**src/rtl/grayscale.sv**
```systemverilog
// RGB-to-luminance front end: pops packed RGB pixels, computes floor((R+G+B)/3)
// through a two-stage stall-able pipe, pushes gray pixels and flags frame ends.
//
// Per-slot state (S1 and S2 each) | meaning
//   EMPTY (v=0)                   | slot holds a bubble
//   HOLD  (v=1, adv=0)            | slot holds a pixel, pipe stalled by gray_full
//   MOVE  (v=1, adv=1)            | slot holds a pixel that shifts on this edge
module grayscale #(
    parameter int IMG_WIDTH  = 540,
    parameter int IMG_HEIGHT = 720
) (
    input  logic        clock,
    input  logic        reset,
    output logic        rgb_rd_en,
    input  logic        rgb_empty,
    input  logic [23:0] rgb_dout,
    output logic        gray_wr_en,
    input  logic        gray_full,
    output logic [7:0]  gray_din,
    output logic        done
);

    localparam logic [19:0] LAST_PIX = 20'(IMG_WIDTH * IMG_HEIGHT - 1);

    logic        v1_q, v1_d;
    logic [9:0]  sum1_q, sum1_d;
    logic        v2_q, v2_d;
    logic [7:0]  q2_q, q2_d;
    logic [19:0] pix_cnt_q, pix_cnt_d;
    logic        done_q, done_d;
    logic        adv;

    // Exact restoring division by 3; the remainder never exceeds 2 and the
    // quotient of any sum up to 765 fits in 8 bits.
    function automatic logic [7:0] div3(input logic [9:0] n);
        logic [1:0] rem;
        logic [2:0] trial;
        logic [7:0] quo;
        rem = 2'd0;
        quo = 8'd0;
        for (int i = 9; i >= 0; i--) begin
            trial = {rem, n[i]};
            if (trial >= 3'd3) begin
                rem = 2'(trial - 3'd3);
                quo = {quo[6:0], 1'b1};
            end else begin
                rem = trial[1:0];
                quo = {quo[6:0], 1'b0};
            end
        end
        return quo;
    endfunction

    always_comb begin
        adv        = ~v2_q | ~gray_full;
        rgb_rd_en  = reset & ~rgb_empty & adv;
        gray_wr_en = reset & v2_q & ~gray_full;

        v1_d      = v1_q;
        sum1_d    = sum1_q;
        v2_d      = v2_q;
        q2_d      = q2_q;
        pix_cnt_d = pix_cnt_q;
        done_d    = 1'b0;

        if (adv) begin
            v2_d = v1_q;
            q2_d = div3(sum1_q);
            v1_d = rgb_rd_en;
            if (rgb_rd_en) begin
                sum1_d = {2'b00, rgb_dout[23:16]} + {2'b00, rgb_dout[15:8]}
                       + {2'b00, rgb_dout[7:0]};
            end
        end

        if (gray_wr_en) begin
            if (pix_cnt_q == LAST_PIX) begin
                pix_cnt_d = 20'd0;
                done_d    = 1'b1;
            end else begin
                pix_cnt_d = pix_cnt_q + 20'd1;
            end
        end
    end

    always_ff @(posedge clock or negedge reset) begin
        if (!reset) begin
            v1_q      <= 1'b0;
            sum1_q    <= 10'd0;
            v2_q      <= 1'b0;
            q2_q      <= 8'd0;
            pix_cnt_q <= 20'd0;
            done_q    <= 1'b0;
        end else begin
            v1_q      <= v1_d;
            sum1_q    <= sum1_d;
            v2_q      <= v2_d;
            q2_q      <= q2_d;
            pix_cnt_q <= pix_cnt_d;
            done_q    <= done_d;
        end
    end

    assign gray_din = q2_q;
    assign done     = done_q;

endmodule
```
**config.mk**
```make
export PLATFORM = sky130hd
export DESIGN_NAME = grayscale
export DESIGN_NICKNAME = d
export VERILOG_FILES = /design/src/rtl/grayscale.sv
export SDC_FILE = /design/constraint.sdc
export NUM_CORES = 1
export LEC_CHECK = 0
export ABC_AREA = 1
export CAP_MARGIN = 0
export CORE_UTILIZATION = 45
export DETAILED_ROUTE_END_ITERATION = 7
export MAX_ROUTING_LAYER = met4
export PLACE_DENSITY = 0.73
export SKIP_LAST_GASP = 1
export SLEW_MARGIN = 5
export SYNTH_ARGS = -nofsm -noshare
export SYNTH_HDL_FRONTEND = slang
export SYNTH_SLANG_ARGS = --single-unit
```
**constraint.sdc**
```tcl
create_clock -name clock -period 5.75 [get_ports clock]
set_input_delay 0.575 -clock clock [delete_from_list [all_inputs] [get_ports clock]]
set_output_delay 0.575 -clock clock [all_outputs]
set_load 0.03 [all_outputs]
```
==> summary.md, run 1 <==
| Metric | Value |
|---|---|
| WHS | `around 0.36 ns` |
| Initial core utilization | `0.4649` |
| Final Hold Fails | `0` |
| Leak | `~1.8 nW` |
| Crit path max-delay family | `simple AND/OR/NAND/NOR gates` |
| Number of global-route vias before repair | `about 2,500` |
| Main combinational cell family by area after synthesis | `simple AND/OR/NAND/NOR gates` |
| Hold Crit Class | `input port to async pin` |
| Core Box Area | `6314 um^2` |
| Post-Synthesis Cells | `about 380` |
| First-pass GRT wire length | `just under 10,000 um` |
| Starting DRT DRC Count | `between 80 and 90` |
| Worst setup path class | `flip-flop to flip-flop` |
| WP buf/inv | `7` |
| Post-CTS Resized | `0` |
| Tcrit/Tclk final | `0.8920` |
| YS warnings | `0` |
| Multiplexer share of the synthesized area | `0` |
| Antenna violations before repair | `0` |
| H-tree levels | `2` |
| CTS sink count | `41` |
| Critical Path Source | `sum1_q[8]` |
| Max Clock Freq | `195.0 MHz` |
| Top post-synthesis cells by count | `67 x inv_1, 67 x nand2_1, 47 x nor2_1` |
| Critical path's largest stage delay | `0.37 ns` |
| Ports | `39` |
| Startpoint Class | `flip-flop` |
| Sequential area share after synthesis | `0.3495` |
| Post-Syn Nets | `around 430` |
| Placer congestion estimate | `~0.87` |
| Root Buffer | `clkbuf_8` |
| VDD IR max | `about 0.24 mV` |
| Synth Cell Area | `~3000 um^2` |
| Max-cap violations | `0` |
| ANT cells | `0` |
| Final setup vio count | `0` |
| Synth Register Bits | `41` |
| Post-synthesis compound-gate area fraction | `0.1040` |
| Arrival @ worst endpoint | `5.32 ns` |
| Reg2Reg Launch Point | `sum1_q[8]` |
| R2R cell count | `45` |
| Flop2flop setup slack | `about 0.62 ns` |
| Setup TNS | `0 ns` |
| PwrDens | `around 550 nW/um^2` |
| Layout cells sized above 1 | `0.1186` |
| Drt wl/cell | `between 10 and 15 um` |
| Die X | `just over 80 um` |
| IO Port Bufs | `38` |
| Ranking of synthesized cells by area | `dfrtp_1 35%, inv_1 8.6%, nand2_1 8.6%` |
| Routed Antenna Nets | `0` |
| Area Overhead vs Synth | `21.48%` |
| Detail Placement HPWL | `~4400 um` |
| Total number of vias | `2,557` |
| Worst skew pair latency | `about 0.30 ns` |
| Slew @ Worst Pin | `approximately 0.53 ns` |
| Slowest cell on crit path | `dfrtp_1` |
| Async SR Flop Fraction | `1.000` |
| CTS tree | `yes` |
| Status | `complete, no violations` |
| Drt drc | `0` |
| Crit path depth | `45` |
| # rows | `29` |
| Post-Route WL | `roughly 5700 um` |
| Clk_skew | `~0.013 ns` |
| Gr usage total | `0.1947` |
| Vias per Instance | `roughly 5` |
| Post-CTS Setup Repair Bufs | `0` |
| Nets | `482` |
| Clk slew on worst S/H paths | `approximately 0.09 ns` |
| Slew Limit Fails | `0` |
| CP endpoint kind | `flip-flop` |
| Pre-antenna DRT Iters | `4` |
| Synth Area in Simple Gates | `0.3103` |
| Clock Tree Buf Depth | `2` |
| CP dominant cell by count | `nand2_1` |
| Die height | `around 83 um` |
| Post-Syn Area per Cell | `between 7 and 8 um^2` |
| Area leader, netlist | `dfrtp_1` |
| Die area | `approximately 6900 um^2` |
| Post-synth EDFFs | `0` |
| Crit Path Max Fanout | `6` |
| Setup repair after global routing missed its margin | `no` |
| Worst r2r dst | `gray_din[0]` |
| Post-Synth XOR/XNOR Area | `0.01790` |
| Post-Synth Adder-Cell Area | `0.1296` |
| CTS Hold Bufs | `0` |
| Minimum clock period | `between 5 and 6 ns` |
| Slew margin rel. | `0.6436` |
| Global route overflow | `0` |
| Largest net degree at the start of global routing | `43` |
| CP endpoint | `gray_din[0]` |
| Synth cell types | `33` |
| Yosys top cell area share | `0.3495` |
| Critical Path RT | `5.94 ns` |
| Predominant post-synthesis flop cell | `dfrtp_1` |
| Num CTS Buffers | `5` |
==> final cells by class <==
type	instances	area, um^2
Clock inverter	3	46.29
Sequential cell	41	1026
Timing Repair Buffer	45	427.9
Inverter	67	251.5
Tap cell	77	96.34
Fill cell	589	2748
Clock buffer	5	68.82
Multi-Input combinational cell	269	1649
==> how the worst min path moves through the flow <==
stage | to | slack [ns] | depth (start not counted)
2_1_floorplan | done | 0.28 | 0
3_3_place_gp | v2_q | 0.43 | 2
3_5_place_dp | v2_q | 0.44 | 2
4_1_cts | v1_q | 0.38 | 2
5_1_grt | sum1_q[9] | 0.41 | 2
6_report | v1_q | 0.36 | 2
==> worst reg2reg max path, delay by kind of cell (launching register included) <==
kind                       cells  cell delay (ns)
and+or+nand+nor               29             2.54
adders and majority gates      7             1.29
buffers and inverters          7             0.49
DFF                            1             0.37
AOI/OAI and AO/OA              2             0.31
==> per-layer routing <==
layer,up-vias,share of wire,track usage
met2,54,0.50,0.3467
met4,0,0.024,0.07586
met5,-,0,-
li1,1326,-,-
met1,1163,0.44,0.2145
met3,14,0.036,0.03516
==> cells in the final DEF (no fill, tap or decap), drive strengths merged, types with 8 or more instances in the layout <==
master,count
nand2,80
inv,67
nor2,55
dfrtp,41
clkdlybuf4s50,37
nand3,25
o21ai,18
a21oi,18
ha,16
nor3,12
nand4,10
fa,9
buf,8
==> kinds of logic after synthesis <==
| family | count (synthesis) |
|---|---|
| AOI/OAI and AO/OA | 50 |
| and+or+nand+nor | 188 |
| DFF | 41 |
| buffers and inverters | 69 |
| xor gates and xnor gates | 6 |
| adders and majority gates | 25 |
==> report_power, final <==
group / internal, mW / switching [mW] / leakage, nW
Sequential: 0.369 / 0.0650 / 0.478
Combinational: 0.517 / 0.783 / 1.22
Clock: 0.130 / 0.108 / 0.0543
Total: 1.02 / 0.956 / 1.76
==> flip-flops by register name, summed over array words and instances (netlist names) <==
| signal | count |
|---|---|
| v2_q | 1 |
| done | 1 |
| v1_q | 1 |
| gray_din | 8 |
| sum1_q | 10 |
| pix_cnt_q | 20 |
==> stage by stage <==
stage	area [um^2]	instances	power [mW]	utilization	worst slack, ns
global route	3566	507	2.184	0.5648	0.04368
detailed placement	3413	494	1.668	0.5406	0.6274
floorplan	2935	379	1.417	-	1.049
CTS	3528	502	1.923	0.5589	0.5267
finish	3566	507	1.972	0.5648	0.6212
global placement	3413	494	1.625	0.5406	0.7924
Power figures use the tool's default switching activity.
==> run 2, diff against run 1 <==
ABC_AREA = not set   (was 1)
SLEW_MARGIN = 20   (was 5)
==> run 2 against run 1 <==
The run now ends with negative setup slack left. Critical path depth decreased by 9. Via count decreased by 2.8%. Cell area increased by 8.6%. Synthesized area increased by 2.2%. Clock power decreased by 27%. Sequential share of layout area decreased by 2.3 points. Routed wire length increased by 13%. Largest cell class unchanged.
==> summary.md, run 2 <==
| Metric | Value |
|---|---|
| Final worst setup slack | `-0.1796 ns` |
| WHS | `about 0.23 ns` |
| Final Hold Fails | `0` |
| Async SR Flop Fraction | `1.000` |
| Area Overhead vs Synth | `29.16%` |
| Final cell count without fillers | `about 450` |
| Most frequent cell after synthesis | `dfrtp_1` |
| Area leader, netlist | `dfrtp_1` |
| Worst skew pair latency | `0.29 ns` |
| Synth cell types | `70` |
| Largest net degree at the start of global routing | `25` |
| Multiplexer share of the synthesized area | `0.01377` |
| Root Buffer | `clkbuf_8` |
| Combinational Power Share | `0.758` |
| Detail Placement HPWL | `4626 um` |
| Synth Area in Simple Gates | `0.2244` |
| Routed Antenna Nets | `0` |
| Fillers | `553` |
| Drt wl/cell | `approximately 14 um` |
| H-tree levels | `2` |
| Post-Route WL | `between 6000 and 7000 um` |
| Clock Tree Buf Depth | `2` |
| Startpoint Class | `flip-flop` |
| VDD IR max | `0.3363 mV` |
| Total placed cells including tap cells | `between 400 and 500` |
| Total number of vias | `~2,500` |
| Ports | `39` |
| Switching share of power | `0.4447` |
| Internal Power | `about 1.4 mW` |
| Ranking of synthesized cells by area | `dfrtp_1 34%, ha_1 6.7%, fa_1 6.0%` |
| Failing checks | `negative setup slack` |
| CTS sink count | `41` |
| Leak | `around 1.7 nW` |
| Max Clock Freq | `168.6 MHz` |
| Post-Syn Nets | `between 300 and 400` |
| Crit Path Max Fanout | `5` |
| Largest Register | `pix_cnt_q` |
| Post-Synthesis Cells | `318` |
| Clk_skew | `approximately 0.0064 ns` |
| Post-Synth XOR/XNOR Area | `0.06425` |
| Synth Cell Area | `about 3000 um^2` |
| Status | `complete, but fails checks` |
| Hold Crit Class | `input port to async pin` |
| Post-Synth Adder-Cell Area | `0.1268` |
| Sequential share of power | `0.175` |
| Drt drc | `0` |
| Final setup vio count | `2` |
| Vias per Instance | `between 5 and 6` |
| Nets | `431` |
| Net switching power | `~1.2 mW` |
| Die height | `83.64 um` |
| Minimum clock period | `around 5.9 ns` |
| Top post-synthesis cells by count | `41 x dfrtp_1, 35 x nor2_1, 32 x nand2_1` |
| Die X | `83.64 um` |
| Post-synth EDFFs | `0` |
| Main combinational cell family by area after synthesis | `simple AND/OR/NAND/NOR gates` |
| Post-synthesis compound-gate area fraction | `0.1840` |
| Seq. cell area | `between 1000 and 1500 um^2` |
| Global route overflow | `0` |
| Critical path's largest stage delay | `about 0.38 ns` |
| YS warnings | `0` |
| Initial core utilization | `0.4696` |
| Die area | `about 7000 um^2` |
| Sequential area share after synthesis | `0.3421` |
| Post-Syn Area per Cell | `9.431 um^2` |
| PwrDens | `between 600 and 700 nW/um^2` |
| Slew Limit Fails | `0` |
| Placement Setup Slack | `-0.1866 ns` |
| Clk slew on worst S/H paths | `approximately 0.080 ns` |
| Number of global-route vias before repair | `~2,500` |
| Max reg flops | `20` |
| CTS Hold Bufs | `0` |
| Pre-antenna DRT Iters | `4` |
| Layout cells sized above 1 | `0.2361` |
| Yosys top cell area share | `0.3421` |
| Slowest cell on crit path | `dfrtp_1` |
| Num CTS Buffers | `5` |
| # rows | `29` |
| Critical Path RT | `5.94 ns` |
| Multi-input logic area | `around 2000 um^2` |
| Antenna violations before repair | `0` |
| CTS tree | `yes` |
| Gr usage total | `0.1912` |
| CP dominant cell by count | `ha_2` |
| Commonest non-fill, non-tap cell in the layout | `dfrtp_1` |
| Predominant post-synthesis flop cell | `dfrtp_1` |
| Starting DRT DRC Count | `69` |
| Setup repair after global routing missed its margin | `yes` |
| Most frequent cells in the layout | `41 x dfrtp_1, 37 x clkdlybuf4s50_1, 32 x nor2_1, 32 x nand2_1, 27 x buf_4` |
| Tcrit/Tclk final | `1.031` |
| Slew @ Worst Pin | `just over 0.6 ns` |
| Total power | `between 2 and 3 mW` |
| Clk pwr share | `0.067` |
| CP endpoint kind | `flip-flop` |
| Slew margin rel. | `0.5918` |
| IO Port Bufs | `38` |
| First-pass GRT wire length | `approximately 11,000 um` |
| Arrival @ worst endpoint | `6.12 ns` |
| Synth Register Bits | `41` |
| Placer congestion estimate | `between 0.9 and 1` |
| ANT cells | `0` |
| Core Box Area | `about 6400 um^2` |
| Max-cap violations | `0` |
| Worst setup path class | `flip-flop to flip-flop` |
[run 2: cell types whose count changed after synthesis, sizes merged, moves of 6 or more]
cell | before | now
xnor2 | 3 | 12
nand3 | 25 | 9
clkbuf | 1 | 7
nand4 | 10 | 4
xor2 | 3 | 10
nor2 | 55 | 36
inv | 67 | 19
nand2 | 80 | 32
[run 2: power by group through the flow]
stage / clock, mW / combinational (mW) / sequential, mW
2_1_floorplan: 0 / 1.16 / 0.469
3_3_place_gp: 0 / 1.57 / 0.443
3_5_place_dp: 0 / 1.61 / 0.447
4_1_cts: 0.180 / 1.70 / 0.443
5_1_grt: 0.188 / 2.10 / 0.464
6_report: 0.174 / 1.96 / 0.453
[run 2: layer usage]
| layer | routed length [um] | track usage | share of wire |
|---|---|---|---|
| met5 | 0 | - | 0 |
| met4 | 127 | 0.07242 | 0.020 |
| met3 | 243 | 0.04352 | 0.038 |
| met2 | 3276 | 0.3200 | 0.51 |
| met1 | 2746 | 0.2243 | 0.43 |
[run 2: path summary, 6_finish.rpt]
check	startpoint	end	slack, ns	cells past startpoint
max	sum1_q[8]	gray_din[1]	-0.18	36
min	reset	pix_cnt_q[1]	0.23	1
max reg2reg	sum1_q[8]	gray_din[1]	-0.18	36
min reg2reg	v1_q	v2_q	0.48	1
max in group asynchronous	reset	pix_cnt_q[6]	4.85	2
min in group clock	v1_q	v2_q	0.48	1
[run 2: final cells by class]
cell class | instances | share of cell area
Inverter | 19 | 0.01841
Tap cell | 77 | 0.02487
Clock buffer | 5 | 0.01776
Clock inverter | 1 | 0.001292
Multi-Input combinational cell | 246 | 0.5236
Timing Repair Buffer | 65 | 0.1492
Sequential cell | 41 | 0.2649
[run 2: what timing repair did]
item | in CTS | in global routing
gates resized for setup | 5 | 18
setup buffers | 5 | 7
setup endpoints to repair | 2 | 2
pin swaps | 3 | 2
[run 2: kinds of logic (layout without fill, tap and decap cells)]
family / after synthesis / in the layout
AO/OA/AOI/OAI: 69 / 69
XOR/XNOR: 22 / 22
adder cells (fa/ha/maj): 25 / 25
buffers and inverters: 31 / 90
flip-flops: 41 / 41
multiplexers: 4 / 4
AND/OR/NAND/NOR: 126 / 126
[run 2: critical path, delay by kind of cell, from the launching register on]
kind                     cells  cell delay, ns
AND/OR/NAND/NOR             11            1.61
AO/OA/AOI/OAI               11            1.62
adder cells (fa/ha/maj)      7            1.40
multiplexers                 3            0.47
buffers and inverters        4            0.32
flip-flops                   1            0.38
[run 2: metrics by stage]
stage	area [um^2]	util	TNS, ns
floorplan	3070	-	-0.3931
global placement	3586	0.5615	0
detailed placement	3586	0.5615	-0.3334
CTS	3715	0.5817	-0.03643
global route	3874	0.6066	-0.9778
finish	3874	0.6066	-0.3006
